`src/rtl/descale_pkg.sv`:
```
// ----------------------------------------------------------------------------
// descale_pkg
// Shared types and helpers for the descale_shift unit.
//   - MODE_* : encodings of the 2-bit shift-mode field
//   - shift_mode_e : typed view of the same field
//   - sat_narrow : clamp a signed value to a signed out_w-bit range and
//                  report whether clamping changed it
// ----------------------------------------------------------------------------
package descale_pkg;

   localparam logic [1:0] MODE_SRA = 2'b00;
   localparam logic [1:0] MODE_SRL = 2'b01;
   localparam logic [1:0] MODE_RND = 2'b10;
   localparam logic [1:0] MODE_SLL = 2'b11;

   typedef enum logic [1:0] {
      SRA = MODE_SRA,
      SRL = MODE_SRL,
      RND = MODE_RND,
      SLL = MODE_SLL
   } shift_mode_e;

   // Works on a 64-bit signed carrier so one function serves every DATA_W/OUT_W
   // combination up to 64 bits.
   function automatic logic signed [63:0] sat_narrow(
      input  logic signed [63:0] r,
      input  int                 out_w,
      output logic               ovf
   );
      logic signed [63:0] hi;
      logic signed [63:0] lo;
      hi  = (64'sd1 <<< (out_w - 1)) - 64'sd1;
      lo  = -hi - 64'sd1;
      ovf = 1'b0;
      sat_narrow = r;
      if (r > hi) begin
         sat_narrow = hi;
         ovf        = 1'b1;
      end else if (r < lo) begin
         sat_narrow = lo;
         ovf        = 1'b1;
      end
   endfunction

endpackage

```
`src/rtl/descale_shift_core.sv`:
```
// ----------------------------------------------------------------------------
// descale_shift_core
// Combinational shifter and narrower. Produces the DATA_W-bit intermediate r
// for the selected mode, then narrows it to OUT_W bits.
// Optional feature macro: DESCALE_SAT_EN (saturating narrow + ovf flag);
// when undefined the result is truncated and o_ovf is tied low.
// Ports:
//   i_data     signed operand
//   i_shamt    unsigned shift amount (values >= DATA_W are legal)
//   i_mode     shift mode
//   i_rnd_sum  operand + rounding addend, DATA_W+1 bits (precomputed in S1)
//   o_data     narrowed result
//   o_ovf      1 when saturation changed the value
// ----------------------------------------------------------------------------
module descale_shift_core
   import descale_pkg::*;
#(
   parameter int DATA_W  = 16,
   parameter int OUT_W   = 8,
   parameter int SHAMT_W = 5
) (
   input  logic [DATA_W-1:0]  i_data,
   input  logic [SHAMT_W-1:0] i_shamt,
   input  shift_mode_e        i_mode,
   input  logic [DATA_W:0]    i_rnd_sum,
   output logic [OUT_W-1:0]   o_data,
   output logic               o_ovf
);

   logic                     w_big;
   logic signed [DATA_W-1:0] w_sra;
   logic signed [DATA_W:0]   w_rnd_shift;
   logic [DATA_W-1:0]        w_r;
   logic                     w_unused_rnd;

   assign w_big = 32'(i_shamt) >= 32'(DATA_W);

   // Kept as separate signed signals: inside a ternary with unsigned operands
   // the arithmetic shift would silently degrade to a logical one.
   assign w_sra       = $signed(i_data) >>> i_shamt;
   assign w_rnd_shift = $signed(i_rnd_sum) >>> i_shamt;

   // The sum cannot wrap at DATA_W+1 bits, so after any shift n >= 1 the top
   // bit equals bit DATA_W-1 and can be dropped.
   assign w_unused_rnd = w_rnd_shift[DATA_W];

   always_comb begin
      // NOTE: default assignment first so no path through the case leaves
      // w_r unassigned, which would otherwise infer a latch.
      w_r = '0;
      case (i_mode)
         SRA: w_r = w_big ? {DATA_W{i_data[DATA_W-1]}} : w_sra;
         SRL: w_r = w_big ? '0 : (i_data >> i_shamt);
         RND: begin
            if (i_shamt == '0)
               w_r = i_data;
            else if (w_big)
               w_r = '0;
            else
               w_r = w_rnd_shift[DATA_W-1:0];
         end
         SLL: w_r = w_big ? '0 : (i_data << i_shamt);
         default: w_r = '0;
      endcase
   end

`ifdef DESCALE_SAT_EN
   logic signed [63:0] w_sat;
   logic               w_sat_ovf;
   logic               w_unused_sat_hi;

   always_comb begin
      w_sat_ovf = 1'b0;
      w_sat     = sat_narrow(64'($signed(w_r)), OUT_W, w_sat_ovf);
   end

   assign o_data          = w_sat[OUT_W-1:0];
   assign o_ovf           = w_sat_ovf;
   assign w_unused_sat_hi = ^w_sat[63:OUT_W];
`else
   assign o_data = w_r[OUT_W-1:0];
   assign o_ovf  = 1'b0;

   generate
      if (OUT_W < DATA_W) begin : g_trunc_hi
         logic w_unused_trunc_hi;
         assign w_unused_trunc_hi = ^w_r[DATA_W-1:OUT_W];
      end
   endgenerate
`endif

endmodule

```
`src/rtl/descale_shift.sv`:
```
// ----------------------------------------------------------------------------
// descale_shift
// Two-stage valid/ready shift/descale pipeline. S1 captures the operand,
// mode, amount, tag and the rounding sum; S2 captures the shifted and
// narrowed result from descale_shift_core plus the overflow flag.
// Optional feature macro: DESCALE_SAT_EN (see descale_shift_core).
// Ports:
//   clk, rst_n          clock, asynchronous active-low reset
//   in_valid/in_ready   input handshake
//   in_data, in_shamt   operand and shift amount
//   in_mode             00 SRA, 01 SRL, 10 RND, 11 SLL
//   in_tag              sideband, passed through unchanged
//   out_valid/out_ready output handshake
//   out_data, out_tag   result and its sideband
//   out_ovf             result was saturated on this beat
// ----------------------------------------------------------------------------
module descale_shift
   import descale_pkg::*;
#(
   parameter int DATA_W  = 16,
   parameter int OUT_W   = 8,
   parameter int SHAMT_W = 5,
   parameter int TAG_W   = 6
) (
   input  logic               clk,
   input  logic               rst_n,
   input  logic               in_valid,
   output logic               in_ready,
   input  logic [DATA_W-1:0]  in_data,
   input  logic [SHAMT_W-1:0] in_shamt,
   input  logic [1:0]         in_mode,
   input  logic [TAG_W-1:0]   in_tag,
   output logic               out_valid,
   input  logic               out_ready,
   output logic [OUT_W-1:0]   out_data,
   output logic [TAG_W-1:0]   out_tag,
   output logic               out_ovf
);

   localparam logic [DATA_W:0]  SUM_ONE   = 1;
   localparam logic [SHAMT_W-1:0] SHAMT_ONE = 1;

   // S1 registers
   logic               r_s1_valid;
   logic [DATA_W-1:0]  r_s1_data;
   logic [SHAMT_W-1:0] r_s1_shamt;
   shift_mode_e        r_s1_mode;
   logic [TAG_W-1:0]   r_s1_tag;
   logic [DATA_W:0]    r_s1_sum;

   // S2 registers
   logic               r_s2_valid;
   logic [OUT_W-1:0]   r_s2_data;
   logic [TAG_W-1:0]   r_s2_tag;
   logic               r_s2_ovf;

   logic               w_s2_free;
   logic               w_s1_free;
   logic               w_accept;
   logic [DATA_W:0]    w_addend;
   logic [DATA_W:0]    w_sum;
   logic [OUT_W-1:0]   w_core_data;
   logic               w_core_ovf;

   // A slot can take a new beat when it is empty or its content leaves now.
   assign w_s2_free = !r_s2_valid || out_ready;
   assign w_s1_free = !r_s1_valid || w_s2_free;
   assign in_ready  = w_s1_free;
   assign w_accept  = in_valid && w_s1_free;

   // Rounding addend 2^(n-1); the sign-extended sum at DATA_W+1 bits never
   // wraps, even for the most positive operand.
   assign w_addend = (in_shamt == '0) ? '0 : (SUM_ONE << (in_shamt - SHAMT_ONE));
   assign w_sum    = {in_data[DATA_W-1], in_data} + w_addend;

   // NOTE: the datapath registers are reset too, so out_data/out_tag read as
   // zero after reset rather than whatever the flops powered up with.
   always_ff @(posedge clk or negedge rst_n) begin
      if (!rst_n) begin
         r_s1_valid <= 1'b0;
         r_s1_data  <= '0;
         r_s1_shamt <= '0;
         r_s1_mode  <= SRA;
         r_s1_tag   <= '0;
         r_s1_sum   <= '0;
      end else if (w_s1_free) begin
         r_s1_valid <= in_valid;
         if (in_valid) begin
            r_s1_data  <= in_data;
            r_s1_shamt <= in_shamt;
            r_s1_mode  <= shift_mode_e'(in_mode);
            r_s1_tag   <= in_tag;
            r_s1_sum   <= w_sum;
         end
      end
   end

   descale_shift_core #(
      .DATA_W  (DATA_W),
      .OUT_W   (OUT_W),
      .SHAMT_W (SHAMT_W)
   ) u_core (
      .i_data    (r_s1_data),
      .i_shamt   (r_s1_shamt),
      .i_mode    (r_s1_mode),
      .i_rnd_sum (r_s1_sum),
      .o_data    (w_core_data),
      .o_ovf     (w_core_ovf)
   );

   always_ff @(posedge clk or negedge rst_n) begin
      if (!rst_n) begin
         r_s2_valid <= 1'b0;
         r_s2_data  <= '0;
         r_s2_tag   <= '0;
         r_s2_ovf   <= 1'b0;
      end else if (w_s2_free) begin
         r_s2_valid <= r_s1_valid;
         if (r_s1_valid) begin
            r_s2_data <= w_core_data;
            r_s2_tag  <= r_s1_tag;
            r_s2_ovf  <= w_core_ovf;
         end
      end
   end

   assign out_valid = r_s2_valid;
   assign out_data  = r_s2_data;
   assign out_tag   = r_s2_tag;
   assign out_ovf   = r_s2_ovf;

   // Shift mode is only consumed through S1; w_accept documents the transfer
   // condition and is folded here to keep it referenced.
   logic w_unused_accept;
   assign w_unused_accept = w_accept;

endmodule

```
`config.mk`:
```
export PLATFORM = sky130hd
export DESIGN_NAME = descale_shift
export DESIGN_NICKNAME = d
export VERILOG_FILES = /design/src/rtl/descale_pkg.sv /design/src/rtl/descale_shift_core.sv /design/src/rtl/descale_shift.sv
export SDC_FILE = /design/constraint.sdc
export NUM_CORES = 1
export LEC_CHECK = 0
export ABC_AREA = 1
export CORE_MARGIN = 8
export CORE_UTILIZATION = 45
export CTS_BUF_LIST = sky130_fd_sc_hd__clkbuf_4 sky130_fd_sc_hd__clkbuf_8 sky130_fd_sc_hd__clkbuf_16
export CTS_CLUSTER_DIAMETER = 100
export DETAILED_ROUTE_END_ITERATION = 12
export GPL_ROUTABILITY_DRIVEN = 1
export GPL_TIMING_DRIVEN = 0
export PLACE_DENSITY = 0.66
export SLEW_MARGIN = 20
export SYNTH_ARGS = -nofsm -noshare
export SYNTH_HDL_FRONTEND = slang
export SYNTH_SLANG_ARGS = --single-unit
```
`constraint.sdc`:
```
create_clock -name clk -period 3.8 [get_ports clk]
set_input_delay 0.76 -clock clk [delete_from_list [all_inputs] [get_ports clk]]
set_output_delay 0.76 -clock clk [all_outputs]
set_load 0.05 [all_outputs]
```
==> impl_metrics.yaml, run 1 <==
cts:
  skew_pair_late_insertion_delay_ns: 0.38
  cts_max_path_buffers: 2
  cts-buffers-inserted: 9
  numClockSinks: 62
  clk_root_buffer_cell: "sky130_fd_sc_hd__clkbuf_8"
  cts_tree: "built"
  post_cts_hold_buffer_count: 0
  clk_transition_reported_paths_ns: 0.08
  resize_count_post_cts: 0
  h-tree-depth: 3
  cts_post_setup_buffers_inserted: 0
setup_path:
  crit_required_ns: 4.03
  r2r_end: "out_data[0]$_DFFE_PN0P_"
  worst-path-stages: 19
  timing.critical_path.from: "in_shamt[1]"
  reg2reg_setup_slack_ns: 1.93
  worstSetupEndpointType: "flip-flop"
  cp_data_arrival_time_ns: 3.77
  cp_cell_sequence: "clkdlybuf4s50_1, inv_1, nand2_1, nor2_1, nand2_1, nand2_1, nand2_1, inv_1, nand3_1, nor2_1, ha_1, a21oi_1, o21ai_0, nand2_1, nand3_1, nand2_1, nand3_1, nand3_1, o21ai_0"
  worstSetupPathType: "input pin to flip-flop"
  cp-start-kind: "input pin"
  worst_r2r_path_depth: 10
  cpMaxStageDelayCell: "sky130_fd_sc_hd__clkdlybuf4s50_1"
  timing.critical_path.slowest_cell_delay_ns: 0.47
  cp_common_cell: "sky130_fd_sc_hd__nand2_1"
  critical_path.reg2reg.startpoint: "r_s1_shamt[1]$_DFFE_PN0P_"
  timing.critical_path.max_delay_family: "simple AND/OR/NAND/NOR gates"
  cp_num_buf_inv: 3
  timing.critical_path.fanout_max: 6
  endpoint: "r_s1_sum[16]$_DFFE_PN0P_"
job:
  max_cap_viol_count: 0
place:
  gp_congestion: 1.02
  hpwl_after_detailed_placement_um: 14400
  port_buffers: 48
  dpl.cell_count: 995
floorplanning:
  die_height_um: 122
  std_cell_rows: 38
  fp.dieArea_mm2: 0.0148
  fp.dieW_um: 122
  design.portCount: 50
  start_util: 0.462
  core_area_mm2: 0.0109
final_layout:
  layout-area-overhead-vs-synth_pct: 17.1
  drive_gt1_frac: 0.0677
  post_layout_nonfiller_instances: 1011
  antennaDiodeCount: 0
  fin_nets: 918
sta:
  finalCriticalPeriod_ns: 3.54
  hold_violation_total_from_the_final_report: 0
  setup_tns_final_ns: 0
  slew_viol_final: 0
  finalSetupViolCount: 0
  post-route-period-util: 0.931
  max-slew-margin-rel: 0.608
  worst-slew-pin-transition_ns: 0.586
  fmax_mhz: 283
  grt_setup_unrepaired: "no"
  clock_skew_ns: 0.0116
global_route:
  first_pass_grt_wire_length_um: 28600
  met1_usage: 0.303
  globalRouteMet3Util: 0.0551
  initial_antenna_violation_count: 0
  overflow: 0
  global_route.peak_usage_layer: "met2"
  tot_gr_track_use: 0.251
  pin_count_of_the_biggest_net_entering_global_routing: 46
  grt_pass1_vias: 5481
  global_route.usage.met2: 0.411
power:
  p_leak_nw: 3.01
  total_power_w: 0.00277
  ir_drop_v: 0.000276
  power_per_cell_area_mw_per_mm2: 470
synth:
  postSynthRegisterBits: 62
  synth_top_cells_by_area: "sky130_fd_sc_hd__dfrtp_1 (31%), sky130_fd_sc_hd__nand2_1 (22%), sky130_fd_sc_hd__nand3_1 (14%)"
  postSynthCellCount: 806
  ys.flop_type: "sky130_fd_sc_hd__dfrtp_1"
  synth.avg_cell_area_um2: 6.24
  synth_common_cells: "sky130_fd_sc_hd__nand2_1 (299), sky130_fd_sc_hd__nand3_1 (144), sky130_fd_sc_hd__dfrtp_1 (62)"
  synth_async_sr_flop_share: 1.00
  synth_edf_count: 0
  yosys.area.top_type: "sky130_fd_sc_hd__dfrtp_1"
  synth_seq_area_share: 0.308
  yosys_warnings: 0
  yosysTopAreaCellShare: 0.308
  synth_area_mm2: 0.00503
  number_of_library_cell_types_mapped_by_synthesis: 30
  post-synth-top-count-cell: "sky130_fd_sc_hd__nand2_1"
  synth_fp_nets: 858
hold_path:
  hold_path.class: "input pin to async pin"
route:
  route.antenna.remaining_nets: 0
  detail_route.iter0.violations: 478
  routed_via_density: 5.58
  drt_drc_violations_left: 0
  drt-wirelength-per-cell_um: 17.6
  wl_um: 17800
  detailroute.via_count: 5641
  drt_first_pass_iters: 5
status:
  run_status: "completed"
## cell type report
cell class,count,area (µm²)
sequential,62,1550
buffer,32,184
clock inverter,7,55.1
inverter,60,225
timing repair buffer,49,498
tap,140,175
multi-input combinational,652,3080
clock buffer,9,124
fill,1120,5000
## worst min path at each step
stage	end	start	slack (ns)
final	out_tag[1]$_DFFE_PN0P_	rst_n	0.25
after global routing	out_tag[1]$_DFFE_PN0P_	rst_n	0.26
after CTS	out_tag[1]$_DFFE_PN0P_	rst_n	0.25
after detailed placement	r_s1_sum[1]$_DFFE_PN0P_	r_s1_sum[1]$_DFFE_PN0P_	0.47
after global placement	out_tag[5]$_DFFE_PN0P_	out_tag[5]$_DFFE_PN0P_	0.47
after floorplan	r_s1_sum[1]$_DFFE_PN0P_	r_s1_sum[1]$_DFFE_PN0P_	0.45
## where the power goes
part           switching, W  total (W)  internal (W)
logic              0.000905    0.00133      0.000423
clock network      0.000309   0.000553      0.000244
registers         0.0000969   0.000889      0.000792
## flip-flops by register name, indices dropped and copies added, names as in the netlist
name / cells
r_s1_sum: 17
r_s1_data: 16
out_data: 8
out_tag: 6
r_s1_tag: 6
r_s1_shamt: 5
r_s1_mode: 2
out_valid: 1
r_s1_valid: 1
## logic make-up (layout without fill, tap and decap cells)
group | Yosys count | in the layout | share of synthesized area
AO/OA/AOI/OAI | 99 | 99 | 0.104
XOR/XNOR | 10 | 10 | 0.0174
adder cells (fa/ha/maj) | 19 | 19 | 0.0488
buffers and inverters | 92 | 157 | 0.0813
flip-flops | 62 | 62 | 0.308
other | 1 | 1 | 0.000746
AND/OR/NAND/NOR | 523 | 523 | 0.439
## per-stage QoR
step | utilization | setup WS [ns] | hold WS (ns) | instance area (µm²)
2_1_floorplan | - | 1.01 | 0.449 | 5030
3_3_place_gp | 0.522 | -0.0548 | 0.465 | 5690
3_5_place_dp | 0.524 | -0.0854 | 0.468 | 5700
4_1_cts | 0.540 | 0.286 | 0.248 | 5880
5_1_grt | 0.541 | 0.0349 | 0.255 | 5890
6_report | 0.541 | 0.264 | 0.252 | 5890
## cell usage in the layout (no fill, tap or decap), types with 4 or more instances in the layout
cell type,instances
sky130_fd_sc_hd__dfrtp_1,62
sky130_fd_sc_hd__buf_4,9
sky130_fd_sc_hd__inv_6,4
sky130_fd_sc_hd__inv_2,7
sky130_fd_sc_hd__clkbuf_1,7
sky130_fd_sc_hd__nor3_1,6
sky130_fd_sc_hd__nand3_1,144
sky130_fd_sc_hd__nand2_1,299
sky130_fd_sc_hd__nand4_1,8
sky130_fd_sc_hd__inv_1,53
sky130_fd_sc_hd__buf_2,15
sky130_fd_sc_hd__clkdlybuf4s50_1,47
sky130_fd_sc_hd__clkbuf_8,9
sky130_fd_sc_hd__xnor2_1,6
sky130_fd_sc_hd__o21ai_1,7
sky130_fd_sc_hd__a21oi_1,35
sky130_fd_sc_hd__ha_1,18
sky130_fd_sc_hd__o21ai_0,45
sky130_fd_sc_hd__xor2_1,4
sky130_fd_sc_hd__nor2_1,58
## per-layer routing
metal  vias up  wire length (µm)
met4         0               841
met5         -                 0
met1      2583              7510
met2       227              8430
li1       2769                 -
met3        62              1010
Note: power is estimated with default switching activity, not from simulation.
==> run 2, diff against run 1 <==
--- a/config.mk
+++ b/config.mk
@@ -13,7 +13,8 @@
 export DETAILED_ROUTE_END_ITERATION = 12
 export GPL_ROUTABILITY_DRIVEN = 1
 export GPL_TIMING_DRIVEN = 0
-export PLACE_DENSITY = 0.66
+export MAX_ROUTING_LAYER = met4
+export PLACE_DENSITY = 0.69
 export SLEW_MARGIN = 20
 export SYNTH_ARGS = -nofsm -noshare
 export SYNTH_HDL_FRONTEND = slang
==> constraint.sdc (replaced) <==
create_clock -name clk -period 3.2 [get_ports clk]
set_input_delay 0.64 -clock clk [delete_from_list [all_inputs] [get_ports clk]]
set_output_delay 0.64 -clock clk [all_outputs]
set_load 0.05 [all_outputs]
==> impl_metrics.yaml, run 2 (synthesis results as in run 1) <==
status:
  run_status: "completed"
cts:
  post_cts_hold_buffer_count: 0
  clk_root_buffer_cell: "sky130_fd_sc_hd__clkbuf_8"
  clk_transition_reported_paths_ns: 0.09
  cts_max_path_buffers: 2
  cts-buffers-inserted: 9
  h-tree-depth: 3
  numClockSinks: 62
  cts_tree: "built"
  skew_pair_late_insertion_delay_ns: 0.36
floorplanning:
  core_area_mm2: 0.0109
  design.portCount: 50
  fp.dieArea_mm2: 0.0148
  fp.dieW_um: 122
  start_util: 0.462
  std_cell_rows: 38
  die_height_um: 122
route:
  drt_drc_violations_left: 0
  route.antenna.remaining_nets: 0
  detail_route.iter0.violations: 504
  routed_via_density: 5.64
  drt_first_pass_iters: 5
  detailroute.via_count: 5714
  drt-wirelength-per-cell_um: 18.3
  wl_um: 18600
final_layout:
  drive_gt1_frac: 0.0974
  final_common_cell: "sky130_fd_sc_hd__nand2_1"
  area_used_by_multi_input_combinational_logic_mm2: 0.00317
  fin_nets: 920
  layout-area-overhead-vs-synth_pct: 19.6
  largest_register_ff_count: 17
  register_area_mm2: 0.00155
  antennaDiodeCount: 0
  top_register: "r_s1_sum"
  num-fill-cells: 1109
  post_layout_util: 0.552
  layout_common_cells: "sky130_fd_sc_hd__nand2_1 (297), sky130_fd_sc_hd__nand3_1 (142), sky130_fd_sc_hd__dfrtp_1 (62)"
sta:
  fmax_mhz: 325
  max-slew-margin-rel: 0.555
  finalCriticalPeriod_ns: 3.07
  slew_viol_final: 0
  clock_skew_ns: 0.0168
  post-route-period-util: 0.961
  hold_violation_total_from_the_final_report: 0
  finalSetupViolCount: 0
  worst-slew-pin-transition_ns: 0.665
setup_path:
  crit_required_ns: 3.45
  timing.critical_path.slowest_cell_delay_ns: 0.56
  cp-start-kind: "input pin"
  cpMaxStageDelayCell: "sky130_fd_sc_hd__clkdlybuf4s50_1"
  cp_cell_sequence: "clkdlybuf4s50_1, inv_1, ha_4, inv_1, nand4_1, nor2_2, ha_2, a21oi_2, nor2_1, nor2_1, nand2_1, inv_1, o21ai_1, xor2_1, nand2_1, nand2_1"
  worstSetupEndpointType: "flip-flop"
  cp_data_arrival_time_ns: 3.32
  worstSetupPathType: "input pin to flip-flop"
  timing.critical_path.fanout_max: 6
place:
  port_buffers: 48
  hpwl_after_detailed_placement_um: 15000
  gp_congestion: 1.02
global_route:
  initial_antenna_violation_count: 0
  overflow: 0
  first_pass_grt_wire_length_um: 29200
  pin_count_of_the_biggest_net_entering_global_routing: 54
  grt_pass1_vias: 5583
  tot_gr_track_use: 0.263
power:
  power_per_cell_area_mw_per_mm2: 558
  p_leak_nw: 3.05
  total_power_w: 0.00336
  ir_drop_v: 0.000305
job:
  max_cap_viol_count: 0
hold_path:
  hold_path.class: "input pin to async pin"
## run 2: cell count changes in the layout (fill, tap and decap cells not counted), sizes merged
cell	change
buf	+2
clkdlybuf4s50	-2
dlygate4sd2	+1
dlymetal6s2s	+1
## run 2: worst paths after layout
path,start,end,slack [ns],depth (start not counted)
setup / recovery,in_shamt[2],r_s1_sum[9]$_DFFE_PN0P_,0.13,16
hold / removal,rst_n,out_data[1]$_DFFE_PN0P_,0.1,1
setup reg to reg,r_s1_shamt[1]$_DFFE_PN0P_,out_data[0]$_DFFE_PN0P_,1.27,10
hold reg to reg,out_tag[5]$_DFFE_PN0P_,out_tag[5]$_DFFE_PN0P_,0.50,2
max in group asynchronous,rst_n,r_s1_sum[16]$_DFFE_PN0P_,2.59,2
min in group clk,out_tag[5]$_DFFE_PN0P_,out_tag[5]$_DFFE_PN0P_,0.50,2
## run 2: routing by layer
layer / wire, µm / GRT usage
met1: 7830 / 0.304
met2: 8700 / 0.427
met3: 995 / 0.0361
met4: 1050 / 0.159
met5: 0 / -
## run 2: metrics by stage
| step | cell area, µm² | setup slack, ns | hold slack (ns) | setup TNS, ns | cells |
|---|---|---|---|---|---|
| floorplan | 5030 | 0.527 | 0.344 | 0 | 806 |
| global placement | 5690 | -0.509 | 0.466 | -24.87 | 994 |
| detailed placement | 5710 | -0.585 | 0.478 | -4.93 | 995 |
| CTS | 5970 | 0.0178 | 0.0931 | 0 | 1013 |
| global route | 6010 | -0.0201 | 0.0998 | -0.0201 | 1013 |
| finish | 6010 | 0.126 | 0.0985 | 0 | 1013 |
## run 2: repair_timing
action                                  4_1_cts  5_1_grt
endpoints found under the setup margin        7       12
buffers inserted                              2        0
pin swaps                                     2        2
resized for setup                            17       12
## run 2: cell type report
type,count,share of cell area
Timing Repair Buffer,51,0.0868
Clock inverter,7,0.0106
Clock buffer,9,0.0206
Multi-Input combinational cell,652,0.527
Inverter,60,0.0375
Tap cell,140,0.0291
Buffer,32,0.0306
Sequential cell,62,0.258
## run 2: critical path, delay by kind of cell
kind | cells | cell delay [ns]
adders and majority gates | 2 | 0.61
xor gates and xnor gates | 1 | 0.16
and+or+nand+nor | 7 | 0.71
buffers and inverters | 4 | 0.90
AOI/OAI and AO/OA | 2 | 0.29
## run 2: power by group
part / total (W) / internal [W] / switching, W
Combinational: 0.00161 / 0.000510 / 0.00110
Sequential: 0.00107 / 0.000940 / 0.000130
Clock: 0.000680 / 0.000298 / 0.000382
==> run 3, diff against run 2 <==
--- a/config.mk
+++ b/config.mk
@@ -6,13 +6,13 @@
 export NUM_CORES = 1
 export LEC_CHECK = 0
 export ABC_AREA = 1
+export ABC_CLOCK_PERIOD_IN_PS = 2700
 export CORE_MARGIN = 8
 export CORE_UTILIZATION = 45
 export CTS_BUF_LIST = sky130_fd_sc_hd__clkbuf_4 sky130_fd_sc_hd__clkbuf_8 sky130_fd_sc_hd__clkbuf_16
 export CTS_CLUSTER_DIAMETER = 100
 export DETAILED_ROUTE_END_ITERATION = 12
 export GPL_ROUTABILITY_DRIVEN = 1
-export GPL_TIMING_DRIVEN = 0
 export MAX_ROUTING_LAYER = met4
 export PLACE_DENSITY = 0.69
 export SLEW_MARGIN = 20
==> constraint.sdc (replaced) <==
create_clock -name clk -period 2.7 [get_ports clk]
set_input_delay 0.54 -clock clk [delete_from_list [all_inputs] [get_ports clk]]
set_output_delay 0.54 -clock clk [all_outputs]
set_load 0.05 [all_outputs]
==> impl_metrics.yaml, run 3 (synthesis results as in run 1) <==
power:
  pwr-share-comb: 0.477
  total_power_w: 0.00392
  clockPowerShare: 0.199
  p_leak_nw: 3.26
  ir_drop_v: 0.000362
  seq_power_share: 0.324
  p_int_w: 0.00209
  net_switching_w: 0.00183
  power_switching_share: 0.467
  power_per_cell_area_mw_per_mm2: 603
setup_path:
  crit_required_ns: 2.95
  cp-start-kind: "input pin"
  critical_path.reg2reg.startpoint: "r_s1_shamt[1]$_DFFE_PN0P_"
  endpoint: "r_s1_sum[16]$_DFFE_PN0P_"
  reg2reg_setup_slack_ns: 0.62
  worstSetupPathType: "input pin to flip-flop"
  r2r_end: "out_data[6]$_DFFE_PN0P_"
  timing.critical_path.from: "in_shamt[2]"
  worst_r2r_path_depth: 8
  cp_data_arrival_time_ns: 2.79
  timing.critical_path.fanout_max: 6
  worstSetupEndpointType: "flip-flop"
route:
  drt_drc_violations_left: 0
  routed_via_density: 5.42
  drt_first_pass_iters: 5
  detail_route.iter0.violations: 553
  drt-wirelength-per-cell_um: 15.7
  wl_um: 16500
  detailroute.via_count: 5717
  route.antenna.remaining_nets: 0
final_layout:
  drive_gt1_frac: 0.168
  fin_nets: 961
  largest_register_ff_count: 17
  top_register: "r_s1_sum"
  layout-area-overhead-vs-synth_pct: 29.1
  final_common_cell: "sky130_fd_sc_hd__nand2_1"
  antennaDiodeCount: 0
  layout_common_cells: "sky130_fd_sc_hd__nand2_1 (293), sky130_fd_sc_hd__nand3_1 (139), sky130_fd_sc_hd__buf_4 (76)"
  post_layout_nonfiller_instances: 1054
global_route:
  overflow: 0
  pin_count_of_the_biggest_net_entering_global_routing: 46
  first_pass_grt_wire_length_um: 27100
  tot_gr_track_use: 0.238
  grt_pass1_vias: 5495
  initial_antenna_violation_count: 0
place:
  detailedPlace.worstSlack_ns: -0.680
  hpwl_after_detailed_placement_um: 13200
  gp_congestion: 0.906
  dpl.cell_count: 1030
  port_buffers: 48
sta:
  fmax_mhz: 394
  slew_viol_final: 0
  finalHoldWorstSlack_ns: 0.247
  finalSetupViolCount: 0
  worst-slew-pin-transition_ns: 0.796
  max-slew-margin-rel: 0.469
  clock_skew_ns: 0.00762
  setup_slack_ns: 0.159
  finalCriticalPeriod_ns: 2.54
  hold_violation_total_from_the_final_report: 0
  post-route-period-util: 0.941
floorplanning:
  start_util: 0.462
  core_area_mm2: 0.0109
  std_cell_rows: 38
  design.portCount: 50
  fp.dieW_um: 122
  die_height_um: 122
  fp.dieArea_mm2: 0.0148
job:
  max_cap_viol_count: 0
cts:
  cts_max_path_buffers: 2
  h-tree-depth: 3
  clk_root_buffer_cell: "sky130_fd_sc_hd__clkbuf_8"
  clk_transition_reported_paths_ns: 0.07
  skew_pair_late_insertion_delay_ns: 0.37
  cts-buffers-inserted: 9
  post_cts_hold_buffer_count: 0
  numClockSinks: 62
  cts_tree: "built"
hold_path:
  hold_path.class: "input pin to async pin"
status:
  run_status: "completed"
-- run 3: changes by cell type in the layout (fill, tap and decap cells not counted), sizes merged --
| cell | change |
|---|---|
| clkinvlp | +3 |
| clkinv | -1 |
| clkdlybuf4s50 | -3 |
| dlygate4sd2 | +2 |
| inv | -2 |
| clkbuf | -7 |
| buf | +49 |
-- run 3: per-stage QoR --
stage,TNS [ns],utilization,cell area (µm²)
final,0,0.596,6490
after global routing,-0.0148,0.596,6490
after detailed placement,-8.39,0.551,6000
after global placement,-7.64,0.551,6000
after floorplan,0,-,5030
after CTS,0,0.585,6370
-- run 3: worst min-delay path by stage --
| stage | startpoint | endpoint | slack (ns) | cells past startpoint |
|---|---|---|---|---|
| after detailed placement | r_s1_sum[1]$_DFFE_PN0P_ | r_s1_sum[1]$_DFFE_PN0P_ | 0.47 | 2 |
| after global placement | out_tag[2]$_DFFE_PN0P_ | out_tag[2]$_DFFE_PN0P_ | 0.47 | 2 |
| after floorplan | rst_n | out_data[0]$_DFFE_PN0P_ | 0.24 | 0 |
| final | rst_n | r_s1_tag[0]$_DFFE_PN0P_ | 0.25 | 1 |
| after CTS | rst_n | out_valid$_DFFE_PN0P_ | 0.26 | 1 |
| after global routing | rst_n | r_s1_valid$_DFFE_PN0N_ | 0.31 | 1 |
-- run 3: cell type report --
type | count | area (µm²)
clock inverters | 7 | 57.6
flip-flops and latches | 62 | 1550
clock buffers | 9 | 124
repair buffers | 124 | 1050
inverters | 60 | 225
well taps | 140 | 175
multi-input cells | 652 | 3310
fillers | 1069 | 4390
-- run 3: power by group through the flow --
stage / registers [W] / clock network, W / logic, W
floorplan: 0.00151 / 0 / 0.000988
global placement: 0.00128 / 0 / 0.00180
detailed placement: 0.00129 / 0 / 0.00182
CTS: 0.00127 / 0.000786 / 0.00185
global route: 0.00130 / 0.000827 / 0.00205
finish: 0.00127 / 0.000778 / 0.00187
-- run 3: critical path, cell delays in order --
cell and delay [ns]:
sky130_fd_sc_hd__dlygate4sd2_1 0.29, sky130_fd_sc_hd__buf_4 0.15, sky130_fd_sc_hd__o21ai_0 0.20, sky130_fd_sc_hd__nand2_2 0.11
sky130_fd_sc_hd__buf_6 0.15, sky130_fd_sc_hd__inv_1 0.09, sky130_fd_sc_hd__buf_4 0.12, sky130_fd_sc_hd__nor2_1 0.04
sky130_fd_sc_hd__ha_1 0.33, sky130_fd_sc_hd__nand2_1 0.08, sky130_fd_sc_hd__nand2_1 0.06, sky130_fd_sc_hd__a21oi_1 0.14
sky130_fd_sc_hd__nor2_1 0.06, sky130_fd_sc_hd__nor2_1 0.16, sky130_fd_sc_hd__nand3_1 0.10, sky130_fd_sc_hd__nand3_1 0.08
sky130_fd_sc_hd__o21ai_0 0.08
-- run 3: repair_timing --
action / in CTS / in global routing
pin swaps: 17 / 7
buffers inserted: 6 / 2
resized for setup: 40 / 16
endpoints found under the setup margin: 13 / 10
-- run 3: metal layers --
layer | routed length, µm | GRT usage | up-vias | share of wire
met5 | 0 | - | - | 0
met4 | 631 | 0.125 | 0 | 0.038
met3 | 726 | 0.0329 | 50 | 0.044
met2 | 7680 | 0.368 | 188 | 0.46
met1 | 7500 | 0.298 | 2628 | 0.45
li1 | - | - | 2851 | -
==> edit 1: new RTL, settings of run 1 <==
Add an input register stage for `in_mode`, cleared by the reset; this delays it by one clock. The other inputs are not delayed to match.
--- a/src/rtl/descale_shift.sv
+++ b/src/rtl/descale_shift.sv
@@ -40,4 +40,14 @@
    localparam logic [DATA_W:0]  SUM_ONE   = 1;
    localparam logic [SHAMT_W-1:0] SHAMT_ONE = 1;
+
+   logic [1:0] in_mode_q;
+
+   always_ff @(posedge clk or negedge rst_n) begin
+      if (!rst_n) begin
+         in_mode_q <= '0;
+      end else begin
+         in_mode_q <= in_mode;
+      end
+   end
 
    // S1 registers
@@ -89,5 +99,5 @@
             r_s1_data  <= in_data;
             r_s1_shamt <= in_shamt;
-            r_s1_mode  <= shift_mode_e'(in_mode);
+            r_s1_mode  <= shift_mode_e'(in_mode_q);
             r_s1_tag   <= in_tag;
             r_s1_sum   <= w_sum;
Behaviour: not the same (Yosys sat finds a counterexample within 4 cycles, from zero or initial values and one cycle with rst_n low).
==> edit 1 against run 1 <==
  * Sequential cell count grew 2
  * Core utilization grew 0.74 points
  * Die area grew 3.1%
  * Routed wire length grew 5.0%
  * Power grew 16%
  * Setup slack lost 0.030 ns
  * Critical path type unchanged
  * Largest power group unchanged
  * Cell area grew 5.8%
  * Area after synthesis grew 3.6%
  * Combinational power grew 4%
==> edit 1: results (changes against run 1) <==
| Metric | Value |
|---|---|
| Setup slack at placement | `-0.0697 ns (+0.0156 ns)` |
| Placed cell count | `1008 (+1.3%)` |
| Met2 Use GR | `39.3% (-1.8 points)` |
| First-pass GRT wire length | `28900 um (+1.2%)` |
| Worst R2R Setup Slack | `1.97 ns (+0.04 ns)` |
| Synth cell types | `41 (+37%)` |
| Met2 routed WL | `8470 um (+0.43%)` |
| R2r startpoint | `r_s1_shamt[3]$_DFFE_PN0P_` |
| Clk_skew | `0.0120 ns (+0.000415 ns)` |
| Via-per-instance ratio | `5.64 (+1.1%)` |
| Status | `complete, no violations` |
| Fillers | `1134 (+1.3%)` |
| Synth top area cells | `dfrtp_1 31%, nand2_1 21%, nand3_1 14%, inv_1 4.5%, ha_1 4.3%` |
| Tmin final | `3.57 ns (+0.0303 ns)` |
| Proportion of layout cells with a drive suffix above 1 | `7.83% (+1.1 points)` |
| Worst hold slack | `0.208 ns (-0.0441 ns)` |
| Syn Nets | `868 (+1.2%)` |
| Pin count of the biggest net entering global routing | `61 (+33%)` |
| Xor-xnor portion of the synthesized cell area | `1.51% (-0.23 points)` |
| Max layer used | `met4` |
| Initial drt markers | `480 (+0.42%)` |
| Overall routing resource usage | `25.1% (+0.036 points)` |
| Most frequent cells after synthesis | `293 x nand2_1, 141 x nand3_1, 64 x dfrtp_1` |
| Number of global-route vias before repair | `5511 (+0.55%)` |
| Slew headroom | `59.0% (-1.8 points)` |
| Critical Path AT | `3.79 ns (+0.02 ns)` |
| Async S/R FF share, synth | `100% (unchanged)` |
| Routed length on met3 | `1360 um (+34%)` |
| DR pass1 iterations | `7 (+2)` |
| Synth Flop Type | `dfrtp_1` |
| Post-synthesis sequential area ratio | `30.7% (-0.11 points)` |
| Cell Count, Final, Fillers Out | `1024 (+1.3%)` |
| Compound-Gate Fraction of Synth Area | `10.0% (-0.36 points)` |
| Mapped Cells | `816 (+1.2%)` |
| R2r worst-path depth | `11 (+1)` |
| Synth Area in Adders | `4.71% (-0.17 points)` |
| Lkg Pwr | `0.00317 uW (+5.1%)` |
| NumNets Final | `928 (+1.1%)` |
| Diode count | `0 (unchanged)` |
| Reg-to-Reg End | `out_data[4]$_DFFE_PN0P_` |
| Grt met1 use | `30.5% (+0.19 points)` |
| Routed wire length | `18700 um (+5.0%)` |
| Clk_lat worst skew | `0.35 ns (-0.03 ns)` |
| P_sw | `1380 uW (+5.1%)` |
| Met1 WL | `7760 um (+3.4%)` |
| Clk slew on worst S/H paths | `0.06 ns (-0.02 ns)` |
| GPL Wtd Cong | `0.989 (-2.8%)` |
| Max FO, Critical Path | `9 (+3)` |
| Worst IR Drop VDD | `0.000459 V (+66%)` |
| Placed standard-cell area | `0.00590 mm2 (+3.4%)` |
| Root Buffer | `clkbuf_16` |
| GRT met3 Usage | `5.30% (-0.20 points)` |
| HPWL Detailed | `14900 um (+3.6%)` |
-- edit 1: cell count changes in the layout (fill, tap and decap cells not counted), moves of 5 or more --
cell              run 1  this run
clkbuf_16             0         9
nor2_1               58        52
buf_6                 2         7
buf_2                15        10
nand2_1             299       293
inv_1                53        63
clkbuf_8              9         0
-- edit 1: power groups by stage --
| stage | combinational [uW] | sequential (uW) | clock (uW) |
|---|---|---|---|
| floorplan | 734 | 1100 | 0 |
| global placement | 1360 | 925 | 0 |
| detailed placement | 1370 | 932 | 0 |
| CTS | 1380 | 920 | 924 |
| global route | 1500 | 938 | 954 |
| finish | 1380 | 923 | 911 |
-- edit 1: cell type report --
class	instances	area, um2	area share, %
Tap cell	143	179	2.87
Sequential cell	64	1600	25.7
Buffer	33	223	3.57
Clock buffer	9	225	3.61
Clock inverter	7	104	1.67
Multi-Input combinational cell	648	3120	50.1
Timing Repair Buffer	49	505	8.11
Inverter	71	274	4.40
==> edit 2: new RTL, config.mk and constraints of run 1 <==
Without the edit above. `OUT_W` is set to 8 in 2 places; all go to 6.
--- a/src/rtl/descale_shift_core.sv
+++ b/src/rtl/descale_shift_core.sv
@@ -17,5 +17,5 @@
 #(
    parameter int DATA_W  = 16,
-   parameter int OUT_W   = 8,
+   parameter int OUT_W   = 6,
    parameter int SHAMT_W = 5
 ) (
--- a/src/rtl/descale_shift.sv
+++ b/src/rtl/descale_shift.sv
@@ -19,5 +19,5 @@
 #(
    parameter int DATA_W  = 16,
-   parameter int OUT_W   = 8,
+   parameter int OUT_W   = 6,
    parameter int SHAMT_W = 5,
    parameter int TAG_W   = 6
Ports: changed (resized out_data); port bits go from 50 to 48. The function was not compared with the original's and may differ.
==> edit 2 against run 1 <==
  * Via count down 9.1%
  * Area after synthesis down 7.7%
  * First-iteration DRC count fell by 24%
  * Sequential cell count shrank 3
  * Highest routed layer unchanged
  * Routed wire length shrank 13%
  * Largest power group unchanged
  * Critical endpoint is now r_s1_sum[14]$_DFFE_PN0P_
  * Power decreased by 8.2%
  * Setup slack gained 0.039 ns
  * Cell area down 6.8%
==> edit 2: results (changes against run 1) <==
| Metric | Value |
|---|---|
| Clk_lat worst skew | `0.35 ns (-0.03 ns)` |
| Routed wire length | `15500 um (-13%)` |
| Setup slack at placement | `-0.337 ns (-0.251 ns)` |
| DR pass1 iterations | `6 (+1)` |
| Met2 routed WL | `7220 um (-14%)` |
| Clock network area share | `3.37% (+0.33 points)` |
| Critical Path AT | `3.71 ns (-0.06 ns)` |
| HPWL Detailed | `12300 um (-14%)` |
| Non-clock buffering overhead | `12.2% (+0.66 points)` |
| Status | `complete, no violations` |
| Lkg Pwr | `0.00271 uW (-10%)` |
| Post-synthesis sequential area ratio | `31.8% (+0.97 points)` |
| DR vias | `5130 (-9.1%)` |
| Syn Nets | `767 (-11%)` |
| Int Power | `1390 uW (-4.7%)` |
| Non-clock buffers | `77 (-4.9%)` |
| Area occupied by multi-input gates | `0.00277 mm2 (-10%)` |
| Most frequent cells after synthesis | `231 x nand2_1, 117 x nand3_1, 59 x dfrtp_1` |
| Reg-to-Reg End | `out_data[1]$_DFFE_PN0P_` |
| Placed standard-cell area | `0.00529 mm2 (-7.3%)` |
| Routed length on met3 | `980 um (-3.4%)` |
| Compound-Gate Fraction of Synth Area | `14.0% (+3.6 points)` |
| Number of global-route vias before repair | `4957 (-9.6%)` |
| WL/cell | `16.9 um (-3.8%)` |
| Mean post-synth cell area | `6.49 um2 (+4.0%)` |
| Clock network power share | `21.3% (+1.3 points)` |
| Met1 WL | `6930 um (-7.7%)` |
| Initial drt markers | `361 (-24%)` |
| Met2 Use GR | `36.2% (-4.9 points)` |
| Input/output buffers | `45 (-6.3%)` |
| Pin count of the biggest net entering global routing | `58 (+26%)` |
| Proportion of layout cells with a drive suffix above 1 | `6.56% (-0.21 points)` |
| Worst IR Drop VDD | `0.000309 V (+12%)` |
| R2r startpoint | `r_s1_shamt[3]$_DFFE_PN0P_` |
| # clock sinks | `59 (-4.8%)` |
[edit 2: changes by cell type in the layout (fill, tap and decap cells not counted), moves of 5 or more]
cell,run 1,this run
nand2_1,299,231
nand3_1,144,116
o211ai_1,0,12
o21ai_0,45,54
buf_2,15,8
nor2_1,58,51
inv_2,7,2
nand3b_1,0,5
[edit 2: how the worst max path moves through the flow]
stage / cells past startpoint / slack, ns / end / start
after floorplan: 17 / 0.67 / r_s1_sum[10]$_DFFE_PN0P_ / in_shamt[1]
after global placement: 18 / -0.28 / r_s1_sum[10]$_DFFE_PN0P_ / in_shamt[0]
after detailed placement: 18 / -0.34 / r_s1_sum[10]$_DFFE_PN0P_ / in_shamt[0]
after CTS: 18 / 0.02 / r_s1_sum[10]$_DFFE_PN0P_ / in_shamt[0]
after global routing: 18 / 0.06 / r_s1_sum[10]$_DFFE_PN0P_ / in_shamt[2]
final: 16 / 0.30 / r_s1_sum[14]$_DFFE_PN0P_ / in_shamt[2]
